`src/rtl/boot_loader.sv`:
```
// boot_loader: streams a program/data image into instruction or data memory
// over a valid/ready word interface, then releases the core from reset.
//
// Ports:
//   clock, reset          system clock; synchronous active-high reset
//   in_valid/in_ready     word handshake; a word moves when both are 1
//   in_data               stream word (header, base address, payload, terminator)
//   imem_we/addr/wdata    registered instruction-memory write port
//   dmem_we/addr/wdata    registered data-memory write port
//   core_reset            held high until the terminator word is accepted
//   done                  load complete, sticky until reset
//   error                 out-of-range segment seen, sticky until reset
//
// Stream format: header {target, reserved[14:0], N[15:0]}, then base address
// word (bits 15:0), then N payload words. 32'hFFFF_FFFF ends the load.
module boot_loader #(
  parameter int unsigned IMEM_DEPTH = 64,
  parameter int unsigned DMEM_DEPTH = 64,
  parameter int unsigned ADDR_W     = 6
) (
  input  logic              clock,
  input  logic              reset,
  input  logic              in_valid,
  input  logic [31:0]       in_data,
  output logic              in_ready,
  output logic              imem_we,
  output logic [ADDR_W-1:0] imem_addr,
  output logic [31:0]       imem_wdata,
  output logic              dmem_we,
  output logic [ADDR_W-1:0] dmem_addr,
  output logic [31:0]       dmem_wdata,
  output logic              core_reset,
  output logic              done,
  output logic              error
);

  typedef enum logic [1:0] {S_HDR, S_ADDR, S_DATA, S_DONE} state_t;

  state_t              state_q;
  logic                target_q;
  logic [15:0]         count_q;
  logic [ADDR_W-1:0]   addr_q;
  logic                skip_q;
  logic                imem_we_q, dmem_we_q;
  logic [ADDR_W-1:0]   imem_addr_q, dmem_addr_q;
  logic [31:0]         imem_wdata_q, dmem_wdata_q;
  logic                core_reset_q, done_q, error_q;

  logic                accept;
  logic [16:0]         depth_d;
  logic [16:0]         end_d;
  logic                range_fail_d;

  assign in_ready = (state_q != S_DONE);
  assign accept   = in_valid && in_ready;

  // Range check at 17 bits so base+N can never wrap past the depth.
  always_comb begin
    depth_d      = target_q ? 17'(DMEM_DEPTH) : 17'(IMEM_DEPTH);
    end_d        = {1'b0, in_data[15:0]} + {1'b0, count_q};
    range_fail_d = (end_d > depth_d);
  end

  always_ff @(posedge clock) begin
    if (reset) begin
      state_q      <= S_HDR;
      target_q     <= 1'b0;
      count_q      <= '0;
      addr_q       <= '0;
      skip_q       <= 1'b0;
      imem_we_q    <= 1'b0;
      dmem_we_q    <= 1'b0;
      imem_addr_q  <= '0;
      dmem_addr_q  <= '0;
      imem_wdata_q <= '0;
      dmem_wdata_q <= '0;
      core_reset_q <= 1'b1;
      done_q       <= 1'b0;
      error_q      <= 1'b0;
    end else begin
      imem_we_q <= 1'b0;
      dmem_we_q <= 1'b0;
      if (accept) begin
        case (state_q)
          S_HDR: begin
            if (in_data == 32'hFFFF_FFFF) begin
              state_q      <= S_DONE;
              core_reset_q <= 1'b0;
              done_q       <= 1'b1;
            end else begin
              target_q <= in_data[31];
              count_q  <= in_data[15:0];
              state_q  <= S_ADDR;
            end
          end
          S_ADDR: begin
            addr_q <= in_data[ADDR_W-1:0];
            if (range_fail_d) error_q <= 1'b1;
            // An empty segment goes straight back to HDR, so skip must not
            // linger into the next segment.
            skip_q  <= range_fail_d && (count_q != '0);
            state_q <= (count_q == '0) ? S_HDR : S_DATA;
          end
          S_DATA: begin
            if (!skip_q) begin
              if (target_q) begin
                dmem_we_q    <= 1'b1;
                dmem_addr_q  <= addr_q;
                dmem_wdata_q <= in_data;
              end else begin
                imem_we_q    <= 1'b1;
                imem_addr_q  <= addr_q;
                imem_wdata_q <= in_data;
              end
            end
            addr_q  <= addr_q + 1'b1;
            count_q <= count_q - 16'd1;
            if (count_q == 16'd1) begin
              state_q <= S_HDR;
              skip_q  <= 1'b0;
            end
          end
          default: ;
        endcase
      end
    end
  end

  assign imem_we    = imem_we_q;
  assign imem_addr  = imem_addr_q;
  assign imem_wdata = imem_wdata_q;
  assign dmem_we    = dmem_we_q;
  assign dmem_addr  = dmem_addr_q;
  assign dmem_wdata = dmem_wdata_q;
  assign core_reset = core_reset_q;
  assign done       = done_q;
  assign error      = error_q;

endmodule

```
`config.mk`:
```
export PLATFORM = sky130hd
export DESIGN_NAME = boot_loader
export DESIGN_NICKNAME = d
export VERILOG_FILES = /design/src/rtl/boot_loader.sv
export SDC_FILE = /design/constraint.sdc
export NUM_CORES = 1
export LEC_CHECK = 0
export CAP_MARGIN = 20
export CORE_MARGIN = 5
export CORE_UTILIZATION = 51
export CTS_BUF_LIST = sky130_fd_sc_hd__clkbuf_16
export DETAILED_ROUTE_END_ITERATION = 12
export PLACE_DENSITY_LB_ADDON = 0.1
export RECOVER_POWER = 100
export SLEW_MARGIN = 20
export SYNTH_ARGS = -nofsm -noshare
export SYNTH_HDL_FRONTEND = slang
export SYNTH_SLANG_ARGS = --single-unit
```
`constraint.sdc`:
```
create_clock -name clock -period 3.3 [get_ports clock]
set_input_delay 0.66 -clock clock [delete_from_list [all_inputs] [get_ports clock]]
set_output_delay 0.66 -clock clock [all_outputs]
set_load 0.01 [all_outputs]
```
# == After elaboration in Yosys (flattened, before gate mapping) ==
# Cells that the tools add are included.
# classes
add_sub_neg,3
magnitude_cmp,1
eq_ne,7
muxes,11
bitwise,5
n_reduce_logical,18
# op_table
operator,n
$eq 32x32->1 const B,1
$pmux 16 s2,1
$reduce_and 3->1,6
$add 16x16->17,1
$gt 17x7->1 const B,1
$eq 16x1->1 const B,1
$logic_not 16->1,1
$mux 16,1
$reduce_bool 16->1,1
$sub 16x1->16 const B,1
$pmux 6 s2,1
$reduce_and 4->1,2
$add 6x1->6 const B,1
$mux 2,3
$ne 2x2->1 const B,3
$pmux 2 s3,1
$not 1->1,5
$reduce_bool 2->1,2
$reduce_or 4->1,1
$mux 1,3
$reduce_bool 3->1,1
$eq 2x1->1 const B,1
$eq 2x2->1 const B,1
$logic_and 1x1->1,2
other kinds (3),3
# word_totals
register_bits,107
inputBits,35
out_inout_bits,82
wordCells,59

# == Logic depth before layout (Yosys ltp) ==
# Gate-level depths: netlist (run 1).
# logic_depth
word_depth,4
mapped_depth,9
mapped_depth_nobuf,9

# == Worst setup path after synthesis (run 1) ==
# Ideal clock, no wire load.
# synth_timing
kind,input to register
start,input port in_data[0]
end,register skip_q
setup_time_ns,0.131
arrival_ns,2.639
required_time_ns,3.169
setup_slack_ns,0.530
cell_stages,9
n_path_buf,0
path_cell_list,ha_1 -> fa_1 -> a21o_1 -> a22o_1 -> o41ai_1 -> xor2_1 -> o211ai_1 -> nor4b_2 -> o211ai_1
# synth_via
elab_chain_len,4
# synth_rtl
item,line_no,source
"start, declared",24,"input logic [31:0] in_data,"
$add 16x16->17,60,"end_d = {1'b0, in_data[15:0]} + {1'b0, count_q};"
$gt 17x7->1,61,range_fail_d = (end_d > depth_d);
$logic_and 1x1->1,101,skip_q <= range_fail_d && (count_q != '0);
$pmux 1 s2,84,case (state_q)
"end signal, assigned",101,
"end, declared",43,logic skip_q;
# Every way passes these cells.
# A chain may end at the register's enable or synchronous reset.

# == Worst setup path after layout (run 1) ==
# layout_timing
start,input port in_data[0]
end,register error_q (netlist: error)
# layout_via
elab_chain_len,3
# layout_rtl
item,line_no,source
$add 16x16->17,60,
$gt 17x7->1,61,
$reduce_and 3->1 (no source line),--,
"end signal, assigned",79,error_q <= 1'b0;
"end signal, assigned",98,if (range_fail_d) error_q <= 1'b1;
"end, declared",47,"logic core_reset_q, done_q, error_q;"
# Every way passes these cells.

==> reports/metrics.csv, run 1 <==
metric;value;unit
dp_cells;933;
nNetsFinal;868;
clock-sinks;107;
place_area;6680;um^2
drt_wl_total;15200;um
synth_edf_count;0;
synth_ff_type;dfxtp_1;
first_pass_iters;5;
final_area;6930;um^2
critPathRequiredTime;3.48;ns
synthArstFlopShare;0;%
final-seq-area;2140;um^2
dieArea;12500;um^2
status;finished, final reports clean;
coreArea;10200;um^2
ys_types;59;
cts_buffer_depth;2;
critPathMaxStageDelay;0.51;ns
synth_area_leader_cell;dfxtp_1;
leakagePower;2.75;nW
path_class;in2reg;
hold_buffers;0;
die_h;112;um
tritoncts;yes;
ir_worst_vdd;0.247;mV
path_clk_slew;0.07;ns
syn_inst;693;
antenna_cells;0;
pre_cts_ws;-0.190;ns
syn_nets;753;
layout-drive-gt1-share;7.01;%
avgRoutedWirePerCell;16.1;um
clock_skew;0.00759;ns
synth.most_common_cell;nand2_1;
insertion_delay;0.34;ns
grt_pass1_wl;25200;um
min_period;3.09;ns
numCtsBuffers;9;
h-tree-depth;3;
finalPower;3.19;mW
globalRouteTotalUtil;24.0;%
finalMaxSlewViolations;0;
rsz0062_at_grt;false;
ys_seq_area_share;40.7;%
vias;5441;
fillers;914;
portBuffers;116;
drc;0;
rows;37;
worstPathCellList;clkdlybuf4s50_1, ha_1, fa_2, a2111oi_1, nand4_1, o311ai_1, o211ai_1, nor4b_2, a211oi_1;
vias_per_cell;5.73;
ant_nets;0;
worst_slew_pin_slew;1.36;ns
endpoint_kind;flop;
finalHoldViolations;0;
multiInputGateArea;2950;um^2
die_w;112;um
antenna_found_initial;0;
synthesis.area;5270;um^2
syn_avg_cell_area;7.60;um^2
ys.warnings.count;0;
grt.overflow.total;0;
finalWorstSetupSlack;0.206;ns
synth.area.top_cells;dfxtp_1 (41%), nand2_1 (13%), a21oi_1 (10%);
start_util;51.7;%
slew_headroom;9.59;%
final-instance-count-excl-fill;949;
cp_slowest_cell;clkdlybuf4s50_1;
whs;0.452;ns
grt_max_degree;109;
clock-root-buffer;clkbuf_16;
max_cap_violations;0;
min_period_over_period;93.7;%
crit_path_start_kind;input port;
finalSetupViolCount;0;
grt_pass1_vias;5197;
place_congestion;0.911;
tns;0;ns
arrival;3.27;ns
syn_to_final_growth;31.5;%
yosys.area.top_type_share;40.7;%
ios;117;
drtIter0Drc;515;
dp.final_hpwl;11100;um
p_per_area;460;nW/um^2
ys_seq_elements;107;
max_clock_freq;0.323;GHz
fin_util;68.0;%
worstPathMaxFanout;2;
synth_common_cells;nand2_1 (188), dfxtp_1 (107), a21oi_1 (106);
hp-class;reg2reg;
## routing by layer
| layer | track usage [%] | wire (um) | share of wire (%) |
|---|---|---|---|
| met1 | 31.6 | 6820 | 45 |
| met2 | 39.5 | 7140 | 47 |
| met4 | 7.62 | 313 | 2.1 |
| met3 | 5.00 | 960 | 6.3 |
| met5 | 0 | 0 | 0 |
## what timing repair did
action	4_1_cts	5_1_grt
gates resized for setup	0	4
hold endpoints to repair	0	0
endpoints found under the setup margin	0	2
setup buffers	0	0
## cell usage in the layout (no fill, tap or decap), drive strengths merged, types with 12 or more instances in the layout
master         netlist  routed
nand2              189     189
clkbuf              36      14
ha                  24      24
inv                 14      17
a211oi              12      12
nor2                36      36
o21ai               29      29
a21oi              108     108
dfxtp              107     107
clkdlybuf4s50        0      31
dlygate4sd3          0      84
buf                  3      23
nand4               16      16
## kinds of logic (layout without fill, tap and decap cells)
logic type | count (synthesis) | after routing | share of synthesized area, %
simple gates | 301 | 301 | 25.8
flops | 107 | 107 | 40.7
buf+inv | 53 | 173 | 3.80
mux | 2 | 2 | 0.380
fa+ha+maj | 25 | 25 | 6.08
compound gates | 199 | 199 | 22.3
xor+xnor | 6 | 6 | 0.998
## critical path, delay by kind of cell
| kind | cells | cell delay (ns) |
|---|---|---|
| compound gates | 4 | 1.00 |
| fa+ha+maj | 2 | 0.64 |
| buf+inv | 1 | 0.51 |
| simple gates | 2 | 0.46 |
## final timing paths
check | endpoint | slack [ns] | start | cells past startpoint
hold / removal | dmem_wdata[31] | 0.45 | dmem_wdata[31] | 2
setup reg to reg | error | 0.52 | count_q[4] | 8
hold reg to reg | dmem_wdata[31] | 0.45 | dmem_wdata[31] | 2
setup / recovery | error | 0.21 | in_data[0] | 9
## where the power goes
part	total, mW	switching [mW]	leakage, nW	internal (mW)
Sequential	1.42	0.0693	0.867	1.35
Combinational	0.769	0.442	1.75	0.326
Clock	1.00	0.485	0.133	0.516
Total	3.19	0.996	2.75	2.19
## flip-flops by register name, indices dropped and copies added, names as in the netlist
name and flops:
core_reset 1, imem_addr 6, skip_q 1, addr_q 6, dmem_we 1, target_q 1, state_q 2, dmem_wdata 32
imem_we 1, error 1, done 1, dmem_addr 6, count_q 16, imem_wdata 32
## layout make-up
| class | instances | area share, % |
|---|---|---|
| Clock buffer | 9 | 3.25 |
| Clock inverter | 7 | 0.704 |
| Inverter | 14 | 0.758 |
| Multi-Input combinational cell | 533 | 42.5 |
| Sequential cell | 107 | 30.9 |
| Tap cell | 136 | 2.46 |
| Timing Repair Buffer | 143 | 19.4 |
Note: power is estimated with default switching activity, not from simulation.
==> run 2, diff against run 1 <==
CTS_BUF_LIST = sky130_fd_sc_hd__clkbuf_8 sky130_fd_sc_hd__clkbuf_16   (was sky130_fd_sc_hd__clkbuf_16)
SETUP_SLACK_MARGIN = 0.15   (was not set)
==> reports/metrics.csv, run 2 (same netlist as run 1, synthesis figures left out) <==
metric;value;unit
finalPower;2.97;mW
r2r-start;count_q[4];
syn_to_final_growth;30.2;%
cp_slowest_cell;clkdlybuf4s50_1;
grt.overflow.total;0;
vias_per_cell;5.68;
worstPathMaxFanout;5;
critPathMaxStageDelay;0.45;ns
clock_skew;0.0122;ns
start_util;51.7;%
drtIter0Drc;510;
crit_path_start_kind;input port;
fillers;920;
vias;5395;
rows;37;
grt_max_degree;109;
mostFrequentLayoutCells;nand2_1 (188), a21oi_1 (107), dfxtp_1 (107), dlygate4sd3_1 (84), nor2_1 (36);
insertion_delay;0.37;ns
min_to;dmem_wdata[31];
tns;0;ns
avgRoutedWirePerCell;15.9;um
final-instance-count-excl-fill;949;
min-delay-start;dmem_wdata[31];
first_pass_iters;5;
arrival;3.23;ns
grt_pass1_wl;25200;um
numCtsBuffers;9;
ant_nets;0;
h-tree-depth;3;
min_period;3.03;ns
finalSetupViolCount;0;
slew_headroom;10.3;%
hp-class;reg2reg;
finalHoldViolations;0;
tritoncts;yes;
cts_buffer_depth;2;
clock-root-buffer;clkbuf_8;
layout-drive-gt1-share;7.50;%
min_period_over_period;91.7;%
drt_wl_total;15100;um
die_w;112;um
antenna_found_initial;0;
cts_setup_buffers;0;
antenna_cells;0;
portBuffers;116;
grt_pass1_vias;5176;
worst_slew_pin_slew;1.35;ns
rr_worst_depth;9;
endpoint_kind;flop;
rsz0062_at_grt;false;
reg2reg_to;error;
coreArea;10200;um^2
ir_worst_vdd;0.225;mV
die_h;112;um
max_cap_violations;0;
final_common_cell;nand2_1;
dieArea;12500;um^2
finalMaxSlewViolations;0;
clock-sinks;107;
status;finished, final reports clean;
globalRouteTotalUtil;23.9;%
path_clk_slew;0.10;ns
nNetsFinal;868;
r2r_slack;0.57;ns
place_congestion;0.911;
dp_cells;933;
max_clock_freq;0.330;GHz
path_class;in2reg;
worstHoldPathCells;2;
ios;117;
drc;0;
worstPathCellList;clkdlybuf4s50_1, ha_1, fa_2, a21o_1, a22o_1, o21ai_1, buf_4, xor2_1, nand2_1, nor4b_2, a211oi_1;
dp.final_hpwl;11100;um
p_per_area;433;nW/um^2
leakagePower;2.72;nW
cp-startpoint;in_data[0];
critPathRequiredTime;3.51;ns
[run 2: per-layer routing]
| layer | vias to the layer above | track usage (%) | part of all wire, % |
|---|---|---|---|
| met1 | 2509 | 31.6 | 44 |
| met5 | - | 0 | 0 |
| met3 | 26 | 4.35 | 6.9 |
| li1 | 2646 | - | - |
| met2 | 214 | 39.6 | 47 |
| met4 | 0 | 7.30 | 2.0 |
[run 2: worst max-delay path by stage]
stage                   to  slack (ns)
finish               error        0.27
global route         error        0.10
global placement     error       -0.15
CTS                  error        0.19
floorplan           skip_q        0.53
detailed placement   error       -0.19
[run 2: through the flow]
stage	area (um^2)	hold slack (ns)	utilization (%)	setup slack, ns
floorplan	5270	0.455	-	0.530
global placement	6680	0.441	65.6	-0.151
detailed placement	6680	0.448	65.6	-0.190
CTS	6870	0.461	67.5	0.189
global route	6860	0.474	67.4	0.100
finish	6860	0.455	67.4	0.273
[run 2: timing repair]
| item | in CTS | in global routing |
|---|---|---|
| hold buffers | 0 | 0 |
| resized for setup | 0 | 7 |
| endpoints found under the setup margin | 0 | 2 |
[run 2: where the power goes]
part,switching [mW],internal [mW],total [mW]
combinational,0.444,0.329,0.774
clock,0.451,0.326,0.777
sequential,0.0693,1.35,1.42
total,0.965,2.00,2.97
[run 2: cell type report]
class / count / area [um^2] / area share (%)
clock buffers: 11 / 151 / 2.21
clock inverters: 5 / 41.3 / 0.602
inverters: 14 / 52.6 / 0.766
multi-input cells: 533 / 2960 / 43.1
flip-flops and latches: 107 / 2140 / 31.2
well taps: 136 / 170 / 2.48
repair buffers: 143 / 1350 / 19.6
[run 2: critical path: cells and delay by family]
family,cells,cell delay [ns]
buffers and inverters,2,0.60
adder cells (fa/ha/maj),2,0.62
XOR/XNOR,1,0.15
AO/OA/AOI/OAI,4,0.77
AND/OR/NAND/NOR,2,0.43
